$ cat src/rtl/adc_frame_packer.sv
// Packs the ADC sample stream into frames of sync word, sequence number and FRAME_LEN samples.
// A small FIFO buffers samples while the header words go out; overrun latches any dropped sample.
//   state | meaning
//   IDLE  | no frame on the output, waiting for a buffered sample
//   SYNC  | presenting SYNC_WORD
//   SEQ   | presenting the frame sequence number
//   DATA  | presenting FIFO head until FRAME_LEN samples have been sent
module adc_frame_packer #(
  parameter int unsigned FRAME_LEN = 256,
  parameter logic [15:0] SYNC_WORD = 16'hA5A5,
  parameter int unsigned DEPTH     = 16
) (
  input  logic        clk,
  input  logic        rst,
  input  logic        enable,
  input  logic [15:0] sample_in,
  input  logic        sample_valid,
  output logic [15:0] dout,
  output logic        dout_valid,
  input  logic        dout_ready,
  output logic        overrun,
  input  logic        overrun_clear,
  output logic [15:0] frame_count,
  output logic        busy
);

  localparam int unsigned AW       = $clog2(DEPTH);
  localparam logic [15:0] LAST_IDX = 16'(FRAME_LEN - 1);

  typedef enum logic [1:0] {
    IDLE = 2'd0,
    SYNC = 2'd1,
    SEQ  = 2'd2,
    DATA = 2'd3
  } stateType;

  stateType    state;
  stateType    stateNext;
  logic [15:0] mem [DEPTH];
  logic [AW:0] wrPtr;
  logic [AW:0] rdPtr;
  logic [15:0] inCnt;
  logic [15:0] outCnt;
  logic [15:0] seq;
  logic        fifoEmpty;
  logic        fifoFull;
  logic        accept;
  logic        doWrite;
  logic        doDrop;
  logic        xfer;
  logic        doPop;

  // Extra pointer MSB distinguishes full from empty when the index bits match.
  assign fifoEmpty = (wrPtr == rdPtr);
  assign fifoFull  = (wrPtr[AW] != rdPtr[AW]) && (wrPtr[AW-1:0] == rdPtr[AW-1:0]);

  // Once a frame has started, its remaining samples are taken regardless of enable.
  assign accept  = sample_valid && (enable || (inCnt != 16'd0));
  assign doWrite = accept && !fifoFull;
  assign doDrop  = accept && fifoFull;
  assign xfer    = dout_valid && dout_ready;
  assign doPop   = xfer && (state == DATA);

  always_comb begin
    stateNext  = state;
    dout       = 16'd0;
    dout_valid = 1'b0;
    case (state)
      IDLE: begin
        if (!fifoEmpty) stateNext = SYNC;
      end
      SYNC: begin
        dout       = SYNC_WORD;
        dout_valid = 1'b1;
        if (dout_ready) stateNext = SEQ;
      end
      SEQ: begin
        dout       = seq;
        dout_valid = 1'b1;
        if (dout_ready) stateNext = DATA;
      end
      DATA: begin
        dout       = mem[rdPtr[AW-1:0]];
        dout_valid = !fifoEmpty;
        if (!fifoEmpty && dout_ready && (outCnt == LAST_IDX)) stateNext = IDLE;
      end
      default: stateNext = IDLE;
    endcase
  end

  always_ff @(posedge clk) begin
    if (!rst) begin
      state   <= IDLE;
      wrPtr   <= '0;
      rdPtr   <= '0;
      inCnt   <= 16'd0;
      outCnt  <= 16'd0;
      seq     <= 16'd0;
      overrun <= 1'b0;
    end else begin
      state <= stateNext;
      if (doWrite) begin
        wrPtr <= wrPtr + 1'b1;
        inCnt <= (inCnt == LAST_IDX) ? 16'd0 : inCnt + 16'd1;
      end
      if (doPop) rdPtr <= rdPtr + 1'b1;
      if ((state == SEQ) && xfer) begin
        seq    <= seq + 16'd1;
        outCnt <= 16'd0;
      end else if (doPop) begin
        outCnt <= outCnt + 16'd1;
      end
      if (doDrop) overrun <= 1'b1;
      else if (overrun_clear) overrun <= 1'b0;
    end
  end

  // Sample storage carries no reset; the pointers alone define what is valid.
  always_ff @(posedge clk) begin
    if (doWrite) mem[wrPtr[AW-1:0]] <= sample_in;
  end

  assign frame_count = seq;
  assign busy        = (state != IDLE) || (inCnt != 16'd0) || !fifoEmpty;

endmodule

$ cat config.mk
export PLATFORM = sky130hd
export DESIGN_NAME = adc_frame_packer
export DESIGN_NICKNAME = d
export VERILOG_FILES = /design/src/rtl/adc_frame_packer.sv
export SDC_FILE = /design/constraint.sdc
export NUM_CORES = 1
export LEC_CHECK = 0
export BUFFER_PORTS_ARGS = -buffer_cell sky130_fd_sc_hd__buf_2
export CORE_MARGIN = 5
export CORE_UTILIZATION = 64
export DETAILED_ROUTE_END_ITERATION = 10
export GPL_ROUTABILITY_DRIVEN = 0
export HOLD_SLACK_MARGIN = 0.06
export PLACE_DENSITY = 0.82
export REMOVE_ABC_BUFFERS = 1
export SETUP_SLACK_MARGIN = 0.4
export SLEW_MARGIN = 0
export SYNTH_ARGS = -nofsm -noshare
export SYNTH_HDL_FRONTEND = slang
export SYNTH_SLANG_ARGS = --single-unit
$ cat constraint.sdc
create_clock -name clk -period 9 [get_ports clk]
set_input_delay 0.9 -clock clk [delete_from_list [all_inputs] [get_ports clk]]
set_output_delay 0.9 -clock clk [all_outputs]
set_load 0.005 [all_outputs]
==> run summary <==
outcome = complete, no violations
hold_ws = 0.4864 ns
first-pass GRT wire length = 47400 um
gr usage total = 26.28%
Starting Density = 64.38%
RSZ-0062 raised after global routing = false
drc violations = 0
clock skew = 0.02301 ns
row count = 53
sequential area share after synthesis = 67.05%
die span in x = 154.7 um
CORE AREA = 20820 sq um
Slowest-stage cell, CP = nor2_1
drt initial violations = 798
CP Depth = 7
WHS Path Cells = 2
ys async rst share = 0%
Layout Nets = 947
detailed placer's ending HPWL = 18000 um
Root Buffer = clkbuf_16
antenna violations before repair = 0
number of max-cap violations = 0
final hold viol count = 0
Clock Latency Late Sink = 0.52 ns
DRT Pass-1 Iters = 5
CTS sink cnt = 321
vias in the first global route = 7990
CP cell instances = inv_1 > ha_1 > inv_1 > nor2_1 > a21oi_1 > o21ai_0 > buf_2
Startpoint Class = flop
Slew Limit Fails = 0
Final Worst Setup Slack = 4.476 ns
class of the tightest hold or removal check = flop to flop
WL final = 31310 um
Via density = 6.675
critical path data required time = 8.10 ns
Synth Register Bits = 321
grt total ovfl = 0
worst-path fanout max = 27
n_diodes = 0
Crit path arrival time = 3.62 ns
Power Dens Cells = 213.9 nW/um^2
post-route core utilization = 72.13%
Post-Route Setup TNS = 0 ns
Post-CTS Resized = 0
CTS tree = built
# Post-CTS Setup Buffers = 0
Max clock buf depth = 3
Post-Syn Instances = 851
H-tree depth = 2
pre-CTS WS = 5.267 ns
IO Count = 57
die area = 23940 sq um
Buffers & Inverters on Critical Path = 3
ys flop type = edfxtp_1
Vias = 8084
worst slew pin tran = 1.272 ns
fin crit share = 50.26%
number of enable flip-flop cells after synthesis = 256
Reg2Reg Depth = 6
Max-slew headroom = 14.86%
Detail Route Antenna Nets = 0
pin count of the biggest net entering global routing = 65
post-route minimum period = 4.524 ns
post-synth cell types = 58
Filler cells = 1254
Setup violations, final = 0
CP top delay family = simple AND/OR/NAND/NOR gates
Port Buf Inserts = 56
CP most frequent cell = inv_1
syn avg cell area = 15.75 sq um
Post-Synthesis Cell Area = 13410 sq um
critical setup path kind = flop to primary output
Reg clk slew, reported paths = 0.06 ns
Max VDD drop = 0.0001562 V
die height = 154.7 um
Avg WL per Cell = 25.86 um
CTS Buf Count = 34
area delta synth->final = 12.04%
slowest stage delay, CP = 1.03 ns
CTS Hold Bufs = 0
layout cells sized above 1 = 20.30%
Synthesis Warnings = 0
fmax = 221.1 MHz
CP Capture Type = primary output
Lkg Pwr = 4.861 nW
[sequential cells by signal, summed over array words and instances (netlist names), named ones only]
register	cells
frame_count	16
inCnt	16
mem	256
outCnt	16
overrun	1
rdPtr	5
state	2
wrPtr	5
[cell usage in the layout (no fill, tap or decap), drive strengths merged, types with 3 or more instances in the layout]
| master | count |
|---|---|
| a21oi | 51 |
| or3 | 10 |
| ha | 14 |
| clkinv | 18 |
| mux2i | 46 |
| dfxtp | 65 |
| inv | 18 |
| a32o | 3 |
| xnor2 | 4 |
| a41oi | 4 |
| o2111ai | 7 |
| or4 | 9 |
| nand2b | 11 |
| mux4 | 64 |
| nand3 | 18 |
| nor2b | 5 |
| buf | 64 |
| edfxtp | 256 |
| xor2 | 17 |
| nor2 | 42 |
| nand2 | 28 |
| o31ai | 4 |
| nand4 | 17 |
| o21ai | 39 |
| and3 | 19 |
| nor3 | 11 |
| and2 | 3 |
| o221ai | 8 |
| clkbuf | 39 |
| a31oi | 3 |
| nor4 | 8 |
| o211ai | 4 |
| bufinv | 3 |
[kinds of logic (layout without fill, tap and decap cells)]
kind of cell,Yosys count,count (layout),synth area share (%)
fa+ha+maj,14,14,1.307
xor+xnor,21,21,1.428
mux,110,110,14.19
compound gates,136,136,6.618
flops,321,321,67.05
buf+inv,57,142,1.717
simple gates,192,192,7.691
[through the flow]
step	std cells	power [mW]	area, sq um
floorplan	811	1.788	13240
global placement	1150	1.871	13940
detailed placement	1150	1.877	13940
CTS	1211	3.226	15020
global route	1211	3.313	15020
finish	1211	3.213	15020
[cells in the mapped netlist, types with 17 or more instances]
master | count | area share [%]
nand3_1 | 18 | 0.67
nand4_1 | 17 | 0.79
edfxtp_1 | 256 | 57
dfxtp_1 | 65 | 9.7
a21oi_1 | 50 | 1.9
clkbuf_1 | 25 | 0.70
nand2_1 | 28 | 0.78
nor2_1 | 42 | 1.2
o21ai_0 | 37 | 1.4
mux2i_1 | 46 | 3.4
mux4_2 | 64 | 11
and3_1 | 19 | 0.89
[layer usage]
layer  vias to the layer above  share of wire, %  track usage (%)  wire (um)
met2                       407                50            42.78      15650
met1                      4083                38            35.18      11910
met4                         0               3.7            10.51       1151
met3                        68               8.3            5.568       2606
met5                         -                 0                0          0
li1                       3526                 -                -          -
[worst paths after layout]
path,to,from,slack [ns]
worst max-delay path,dout[3],state[0]$_SDFFE_PN0P_,4.48
worst min-delay path,overrun$_SDFFE_PN0P_,overrun$_SDFFE_PN0P_,0.49
worst max register to register,mem[6][8]$_DFFE_PP_,inCnt[0]$_SDFFE_PN0P_,5.53
worst min register to register,overrun$_SDFFE_PN0P_,overrun$_SDFFE_PN0P_,0.49
[cell type report]
type	count	area, sq um	share of cell area (%)
clock inverters	22	200.2	1.333
flip-flops and latches	321	8995	59.89
well taps	275	344.1	2.291
clock buffers	39	879.6	5.856
multi-input cells	473	4197	27.94
repair buffers	64	340.3	2.266
inverters	17	63.81	0.4249
[power by group]
group / switching, mW / internal, mW
Combinational: 0.148 / 0.0717
Sequential: 0.0121 / 1.62
Clock: 0.570 / 0.793
Total: 0.730 / 2.48
[tightest hold or removal path, cell delays in order, from the launching register on]
cell and delay (ns):
dfxtp_1 0.31, nand2b_1 0.07, a21oi_1 0.06
Power figures use the tool's default switching activity.
